<file path="config.mk">
export PLATFORM = sky130hd
export DESIGN_NAME = capture_seq_ctrl
export DESIGN_NICKNAME = d
export VERILOG_FILES = /design/src/rtl/capture_seq_ctrl.sv
export SDC_FILE = /design/constraint.sdc
export NUM_CORES = 1
export LEC_CHECK = 0
export BUFFER_PORTS_ARGS = -buffer_cell sky130_fd_sc_hd__buf_2
export CELL_PAD_IN_SITES_DETAIL_PLACEMENT = 1
export CELL_PAD_IN_SITES_GLOBAL_PLACEMENT = 1
export CORE_AREA = 2 2 115 94
export CTS_CLUSTER_SIZE = 10
export DETAILED_ROUTE_END_ITERATION = 10
export DIE_AREA = 0 0 117 96
export GPL_TIMING_DRIVEN = 0
export PLACE_DENSITY = 0.87
export SYNTH_ARGS = -nofsm -noshare
export SYNTH_HDL_FRONTEND = slang
export SYNTH_SLANG_ARGS = --single-unit
</file>
<file path="constraint.sdc">
create_clock -name clk -period 2.7 [get_ports clk]
set_clock_uncertainty 0.2 [all_clocks]
set_input_delay 0 -clock clk [delete_from_list [all_inputs] [get_ports clk]]
set_output_delay 0 -clock clk [all_outputs]
set_load 0.05 [all_outputs]
</file>
<file path="src/rtl/capture_seq_ctrl.sv">
// rtl/capture_seq_ctrl.sv - capture FIFO sequencer between decimated ADC stream and PIC readout
//
// Sequence: IDLE -> FILL (pre-trigger fill) -> ARMED (rolling pre-trigger window)
//           -> POST (post-trigger fill) -> READY (PIC readout) -> re-arm or IDLE.
// Optional feature macro: CAPTURE_HOLDOFF_EN (adds cfg_holdoff trigger holdoff after ARMED entry).
//
// Ports:
//   clk, rst_n          decimated sample clock, asynchronous active-low reset
//   sample_valid        new decimated sample this cycle
//   trig_in, force_trig trigger sources (pulses)
//   arm, abort          host control pulses
//   cfg_mode            00 normal, 01 single, 10 auto, 11 normal
//   cfg_pre             pre-trigger sample count, latched on FILL entry
//   cfg_holdoff         (CAPTURE_HOLDOFF_EN only) samples to ignore triggers after ARMED entry
//   rd_strobe           synchronised PIC read pulse
//   fifo_wren/rden/clr  FIFO strobes
//   buf_ready           buffer complete, PIC may read
//   trig_seen           one-cycle pulse on accepted trigger
//   state, occupancy    current state encoding and FIFO fill level
module capture_seq_ctrl #(
    parameter int DEPTH   = 8192,
    parameter int CNT_W   = 14,
    parameter int AUTO_TO = 65535
) (
    input  logic             clk,
    input  logic             rst_n,
    input  logic             sample_valid,
    input  logic             trig_in,
    input  logic             force_trig,
    input  logic             arm,
    input  logic             abort,
    input  logic [1:0]       cfg_mode,
    input  logic [CNT_W-1:0] cfg_pre,
`ifdef CAPTURE_HOLDOFF_EN
    input  logic [CNT_W-1:0] cfg_holdoff,
`endif
    input  logic             rd_strobe,
    output logic             fifo_wren,
    output logic             fifo_rden,
    output logic             fifo_clr,
    output logic             buf_ready,
    output logic             trig_seen,
    output logic [2:0]       state,
    output logic [CNT_W-1:0] occupancy
);

    typedef enum logic [2:0] {
        S_IDLE  = 3'd0,
        S_FILL  = 3'd1,
        S_ARMED = 3'd2,
        S_POST  = 3'd3,
        S_READY = 3'd4
    } state_t;

    localparam int                AUTO_W    = $clog2(AUTO_TO + 1);
    localparam logic [CNT_W-1:0]  PRE_MAX   = CNT_W'(DEPTH - 1);
    localparam logic [CNT_W-1:0]  DEPTH_C   = CNT_W'(DEPTH);
    localparam logic [CNT_W-1:0]  CNT_ONE   = CNT_W'(1);
    localparam logic [AUTO_W-1:0] AUTO_LAST = AUTO_W'(AUTO_TO - 1);
    localparam logic [AUTO_W-1:0] AUTO_ONE  = AUTO_W'(1);

    state_t            cur;
    logic [CNT_W-1:0]  pre_l;
    logic [CNT_W-1:0]  post_cnt;
    logic [AUTO_W-1:0] auto_cnt;

    logic [CNT_W-1:0]  pre_clamped;
    logic              auto_mode;
    logic              single_mode;
    logic              auto_hit;
    logic              trig_ok;
    logic              trig_req;
    logic              rd_ok;
    logic              ready_done;

    assign state       = cur;
    assign pre_clamped = (cfg_pre > PRE_MAX) ? PRE_MAX : cfg_pre;
    assign auto_mode   = (cfg_mode == 2'b10);
    assign single_mode = (cfg_mode == 2'b01);

    // The auto timeout fires on the sample that brings the idle count to AUTO_TO.
    assign auto_hit    = auto_mode && sample_valid && (auto_cnt == AUTO_LAST);

`ifdef CAPTURE_HOLDOFF_EN
    // Samples written since ARMED entry; saturates so a large holdoff cannot wrap.
    logic [CNT_W-1:0] hold_cnt;
    assign trig_ok = (hold_cnt >= cfg_holdoff);
`else
    assign trig_ok = 1'b1;
`endif

    assign trig_req   = (trig_in | force_trig | auto_hit) & trig_ok;

    // Reads are only granted while data is held, so the FIFO cannot underflow.
    assign rd_ok      = rd_strobe && (occupancy != '0);
    assign ready_done = (occupancy == '0) || (rd_ok && (occupancy == CNT_ONE));

    always_ff @(posedge clk or negedge rst_n) begin
        if (!rst_n) begin
            cur       <= S_IDLE;
            fifo_wren <= 1'b0;
            fifo_rden <= 1'b0;
            fifo_clr  <= 1'b0;
            buf_ready <= 1'b0;
            trig_seen <= 1'b0;
            occupancy <= '0;
            pre_l     <= '0;
            post_cnt  <= '0;
            auto_cnt  <= '0;
`ifdef CAPTURE_HOLDOFF_EN
            hold_cnt  <= '0;
`endif
        end else begin
            fifo_wren <= 1'b0;
            fifo_rden <= 1'b0;
            fifo_clr  <= 1'b0;
            trig_seen <= 1'b0;

            if (abort) begin
                cur       <= S_IDLE;
                fifo_clr  <= 1'b1;
                buf_ready <= 1'b0;
                occupancy <= '0;
                post_cnt  <= '0;
                auto_cnt  <= '0;
`ifdef CAPTURE_HOLDOFF_EN
                hold_cnt  <= '0;
`endif
            end else begin
                case (cur)
                    S_IDLE: begin
                        if (arm) begin
                            fifo_clr  <= 1'b1;
                            occupancy <= '0;
                            pre_l     <= pre_clamped;
                            cur       <= S_FILL;
                        end
                    end

                    S_FILL: begin
                        // Checked before writing so the window never overshoots pre_l.
                        if (occupancy == pre_l) begin
                            cur <= S_ARMED;
                        end else if (sample_valid) begin
                            fifo_wren <= 1'b1;
                            occupancy <= occupancy + CNT_ONE;
                        end
                    end

                    S_ARMED: begin
                        // Write newest, discard oldest: occupancy holds at pre_l.
                        fifo_wren <= sample_valid;
                        fifo_rden <= sample_valid;
                        if (auto_mode && sample_valid) begin
                            auto_cnt <= auto_hit ? '0 : auto_cnt + AUTO_ONE;
                        end
`ifdef CAPTURE_HOLDOFF_EN
                        if (sample_valid && (hold_cnt != '1)) begin
                            hold_cnt <= hold_cnt + CNT_ONE;
                        end
`endif
                        if (trig_req) begin
                            trig_seen <= 1'b1;
                            post_cnt  <= DEPTH_C - pre_l;
                            auto_cnt  <= '0;
`ifdef CAPTURE_HOLDOFF_EN
                            hold_cnt  <= '0;
`endif
                            cur       <= S_POST;
                        end
                    end

                    S_POST: begin
                        // post_cnt >= 1 on entry since pre_l <= DEPTH-1.
                        if (sample_valid) begin
                            fifo_wren <= 1'b1;
                            occupancy <= occupancy + CNT_ONE;
                            post_cnt  <= post_cnt - CNT_ONE;
                            if (post_cnt == CNT_ONE) begin
                                buf_ready <= 1'b1;
                                cur       <= S_READY;
                            end
                        end
                    end

                    S_READY: begin
                        if (rd_ok) begin
                            fifo_rden <= 1'b1;
                            occupancy <= occupancy - CNT_ONE;
                        end
                        if (ready_done) begin
                            buf_ready <= 1'b0;
                            if (single_mode) begin
                                cur <= S_IDLE;
                            end else begin
                                fifo_clr <= 1'b1;
                                pre_l    <= pre_clamped;
                                cur      <= S_FILL;
                            end
                        end
                    end

                    default: cur <= S_IDLE;
                endcase
            end
        end
    end

endmodule
</file>
==> PnR_summary.wiki <==
{| class="wikitable"
! Metric !! Value
|-
| Count of warnings emitted by yosys || 0
|-
| Total wire length after detailed routing || 16080 µm
|-
| Cell types occupying the most area after synthesis || sky130_fd_sc_hd__dfrtp_1 (37%), sky130_fd_sc_hd__xor2_1 (5.9%), sky130_fd_sc_hd__nor2_1 (5.2%), sky130_fd_sc_hd__nand2_1 (5.1%), sky130_fd_sc_hd__a21oi_1 (4.5%)
|-
| Critical path peak fanout || 10
|-
| Area Growth Syn to Fin || 24.77%
|-
| Number of failing setup endpoints in the final timing report || 2
|-
| Violated checks || negative setup slack
|-
| IO Pins || 46
|-
| Path category of the worst min-delay check || input port to flop
|-
| Worst Setup Start Kind || flop
|-
| Number of antenna violations at the first check in global routing || 0
|-
| Clock-pin slew of the registers on the worst-case setup and hold paths || 60 ps
|-
| Worst Slack Setup Final || -31.44 ps
|-
| Power, Total || 0.003026 W
|-
| Pre-antenna DRT Iters || 5
|-
| Status || finished with violations
|-
| Hold path startpoint || cfg_mode[1]
|-
| Wire length of the first global-routing pass || 25830 µm
|-
| GR Layer Usage met1 || 0.3879
|-
| Slew at the pin closest to its max-slew limit || 889.2 ps
|-
| Worst Setup End Kind || flop
|-
| Core ar. || 10120 µm²
|-
| Fraction of the yosys area taken by sequential cells || 0.3719
|-
| End-of-flow core utilization || 0.5477
|-
| Worst hold slack across all endpoints || 98.46 ps
|-
| Number of standard-cell rows in the floorplan || 33
|-
| Post-route minimum period || 2731 ps
|-
| Leakage power summed over all cells || 2.406 nW
|-
| CTS tree || yes
|-
| Number of design-rule violations left by the first detailed-router iteration || 312
|-
| Post-DR wirelength/cell || 21.10 µm
|-
| Vias in the first global route || 4936
|-
| Arrival time at the worst endpoint || 2750 ps
|-
| Most Crowded Layer GR || met2
|-
| #FFs+latches synth || 66
|-
| Max-cap violation count || 0
|-
| Sum of net half-perimeters after detailed placement || 10550 µm
|-
| M3 GR Usage || 0.06990
|-
| Fraction of layout cells with a size suffix above 1 || 0.1736
|-
| Worst supply voltage drop on vdd || 399.1 µV
|-
| Worst flop-to-flop path startpoint || state[2]$_DFFE_PN0P_
|-
| Placed Cells || 721
|-
| Worst skew pair latency || 350 ps
|-
| Number of nets in the layout || 649
|-
| Post-Syn Area || 4441 µm²
|-
| Effective utilization at floorplan || 0.4390
|-
| Top-area cell type share of the netlist area || 0.3719
|-
| Launch point of the worst path || state[2]$_DFFE_PN0P_
|-
| Antenna violation net count after detailed routing || 0
|-
| Ratio of total power to cell area || 546.2 nW/µm²
|-
| Slew margin rel. || 0.4072
|-
| Proportion of synthesized flip-flops having asynchronous set or reset || 1.000
|-
| Largest area contributor in the synthesized netlist || sky130_fd_sc_hd__dfrtp_1
|-
| Data required time of the critical path || 2720 ps
|-
| Gate Count Post-Synth || 536
|-
| Count of different cell masters after synthesis || 58
|-
| Total inserted antenna cells || 0
|-
| Ys flop type || sky130_fd_sc_hd__dfrtp_1
|-
| Maximum number of pins on one net before global-route repair || 67
|-
| Met2 Resource Use GR || 0.4933
|-
| DIE HEIGHT || 96 µm
|-
| Clock root buffer master || sky130_fd_sc_hd__clkbuf_16
|-
| Cts bufs inserted || 9
|-
| Overall die area || 11230 µm²
|-
| Final hold violations || 0
|-
| H-Tree Depth || 3
|-
| Global Route Usage Sum || 0.3009
|-
| Period utilization || 1.012
|-
| Clk sink count || 66
|-
| Maximum clock rate || 366.1 MHz
|-
| Net count after synthesis || 568
|-
| Layout filler cell count || 1195
|-
| DRC violation count after routing || 0
|-
| Maximum buffer depth of the clock tree || 2
|-
| DR vias/cell || 6.239
|-
| Gp weighted congestion || 0.9344
|-
| Port Buf Inserts || 45
|-
| Leftover overflow at the end of global routing || 0
|-
| Layout Cells excl Fill || 762
|-
| Pins Over Slew Limit || 0
|-
| Mean Syn Cell Area || 8.285 µm²
|-
| Vias after detailed routing || 4754
|-
| Critical path class || flop to flop
|-
| Horiz. Die Dim || 117 µm
|-
| Post-synth EDFFs || 0
|-
| Unrepaired setup endpoints after global routing || true
|}
## cells in the mapped netlist, types with 4 or more instances
cell                       count
sky130_fd_sc_hd__a31oi_1       7
sky130_fd_sc_hd__xor2_1       30
sky130_fd_sc_hd__a211oi_1      4
sky130_fd_sc_hd__o211ai_1      5
sky130_fd_sc_hd__or3_1         8
sky130_fd_sc_hd__nor4_1       11
sky130_fd_sc_hd__a21oi_1      40
sky130_fd_sc_hd__a22oi_1       4
sky130_fd_sc_hd__nand2_1      60
sky130_fd_sc_hd__inv_1        15
sky130_fd_sc_hd__o21ai_0      18
sky130_fd_sc_hd__o31ai_1       5
sky130_fd_sc_hd__nand3_1      19
sky130_fd_sc_hd__o311ai_0      4
sky130_fd_sc_hd__nand4_1      11
sky130_fd_sc_hd__o221a_2       9
sky130_fd_sc_hd__o32ai_1       9
sky130_fd_sc_hd__nand3b_1      5
sky130_fd_sc_hd__ha_1          8
sky130_fd_sc_hd__clkbuf_1     25
sky130_fd_sc_hd__o21a_1        5
sky130_fd_sc_hd__nand2b_1      5
sky130_fd_sc_hd__o21ai_1       5
sky130_fd_sc_hd__nor3_1       31
sky130_fd_sc_hd__o21ai_2       9
sky130_fd_sc_hd__xnor2_1       8
sky130_fd_sc_hd__dfrtp_1      66
sky130_fd_sc_hd__nor2_1       61
sky130_fd_sc_hd__and3_1        6
## power breakdown
group | switching (W) | internal, W
Clock | 0.000469 | 0.000949
Sequential | 0.0000810 | 0.00103
Combinational | 0.000313 | 0.000180
Total | 0.000863 | 0.00216
## cell type report
class | count | area, µm² | share of cell area
Buffer | 27 | 136.4 | 0.02462
Inverter | 16 | 60.06 | 0.01084
Clock inverter | 5 | 100.1 | 0.01807
Clock buffer | 11 | 252.7 | 0.04562
Timing Repair Buffer | 73 | 498.0 | 0.08988
Multi-Input combinational cell | 424 | 2665 | 0.4810
Sequential cell | 66 | 1653 | 0.2983
Tap cell | 140 | 175.2 | 0.03162
## per-stage QoR
step	setup WS, ps	cell area [µm²]	TNS, ps
4_1_cts	2.994	5465	0
6_report	-31.44	5540	-49.15
2_1_floorplan	76.33	4441	0
3_3_place_gp	-220.3	4841	-1999
5_1_grt	-187.1	5540	-1604
3_5_place_dp	-271.4	4843	-2836
## state kept, by name, indices dropped and copies added, names as in the netlist
name / flops
auto_cnt: 16
fifo_rden: 1
occupancy: 14
post_cnt: 14
fifo_clr: 1
trig_seen: 1
pre_l: 14
state: 3
fifo_wren: 1
buf_ready: 1
## timing repair
action / in CTS / in global routing
hold endpoints to repair: 86 / 0
gates resized for setup: 4 / 20
endpoints found under the setup margin: 28 / 45
setup buffers: 3 / 1
hold buffers: 24 / 0
cloned: 0 / 0
pin swaps: 2 / 0
## worst paths after layout
kind / to / slack (ps) / cells past startpoint
min: state[0]$_DFFE_PN0P_ / 100 / 6
max in group asynchronous: occupancy[10]$_DFFE_PN0P_ / 1570 / 2
min in group asynchronous: occupancy[5]$_DFFE_PN0P_ / 120 / 2
max: auto_cnt[10]$_DFFE_PN0P_ / -30 / 7
max reg2reg: auto_cnt[10]$_DFFE_PN0P_ / -30 / 7
min reg2reg: post_cnt[11]$_DFFE_PN0P_ / 300 / 1
## kinds of logic after synthesis
group                      share of synthesized area
AOI/OAI and AO/OA                             0.2201
xor gates and xnor gates                     0.07495
adders and majority gates                    0.02254
buffers and inverters                        0.04367
DFF                                           0.3719
and+or+nand+nor                               0.2668
## critical path, stage by stage, from the launching register on
cell,delay (ps)
sky130_fd_sc_hd__dfrtp_1,420
sky130_fd_sc_hd__clkbuf_1,240
sky130_fd_sc_hd__nand2b_1,310
sky130_fd_sc_hd__nor3_1,690
sky130_fd_sc_hd__nand3_1,330
sky130_fd_sc_hd__nor2_1,220
sky130_fd_sc_hd__xnor2_1,140
sky130_fd_sc_hd__nor2_1,60
## layout by cell type (no fill, tap or decap), types with 5 or more instances in the layout
cell,synthesis,layout
sky130_fd_sc_hd__dfrtp_1,66,65
sky130_fd_sc_hd__nor2_1,61,61
sky130_fd_sc_hd__nand2_1,60,59
sky130_fd_sc_hd__buf_2,2,47
sky130_fd_sc_hd__a21oi_1,40,40
sky130_fd_sc_hd__nor3_1,31,30
sky130_fd_sc_hd__xor2_1,30,30
sky130_fd_sc_hd__dlygate4sd3_1,0,24
sky130_fd_sc_hd__clkbuf_1,25,19
sky130_fd_sc_hd__nand3_1,19,19
sky130_fd_sc_hd__o21ai_0,18,18
sky130_fd_sc_hd__inv_1,15,15
sky130_fd_sc_hd__nand4_1,11,11
sky130_fd_sc_hd__o221a_2,9,9
sky130_fd_sc_hd__nor4_1,11,9
sky130_fd_sc_hd__o32ai_1,9,9
sky130_fd_sc_hd__clkbuf_16,0,9
sky130_fd_sc_hd__xnor2_1,8,8
sky130_fd_sc_hd__or3_1,8,8
sky130_fd_sc_hd__a31oi_1,7,7
sky130_fd_sc_hd__o21ai_2,9,7
sky130_fd_sc_hd__ha_1,8,7
sky130_fd_sc_hd__and3_1,6,6
sky130_fd_sc_hd__o211ai_1,5,5
sky130_fd_sc_hd__o31ai_1,5,5
sky130_fd_sc_hd__o21a_1,5,5
sky130_fd_sc_hd__o21ai_1,5,5
sky130_fd_sc_hd__nand2b_1,5,5
sky130_fd_sc_hd__nand3b_1,5,5
sky130_fd_sc_hd__buf_4,1,5
## per-layer routing
layer | vias to the layer above | share of wire
li1 | 2132 | -
met2 | 209 | 0.48
met5 | - | 0
met3 | 37 | 0.075
met4 | 0 | 0.023
met1 | 2376 | 0.42
(Power assumes the default switching activity.)
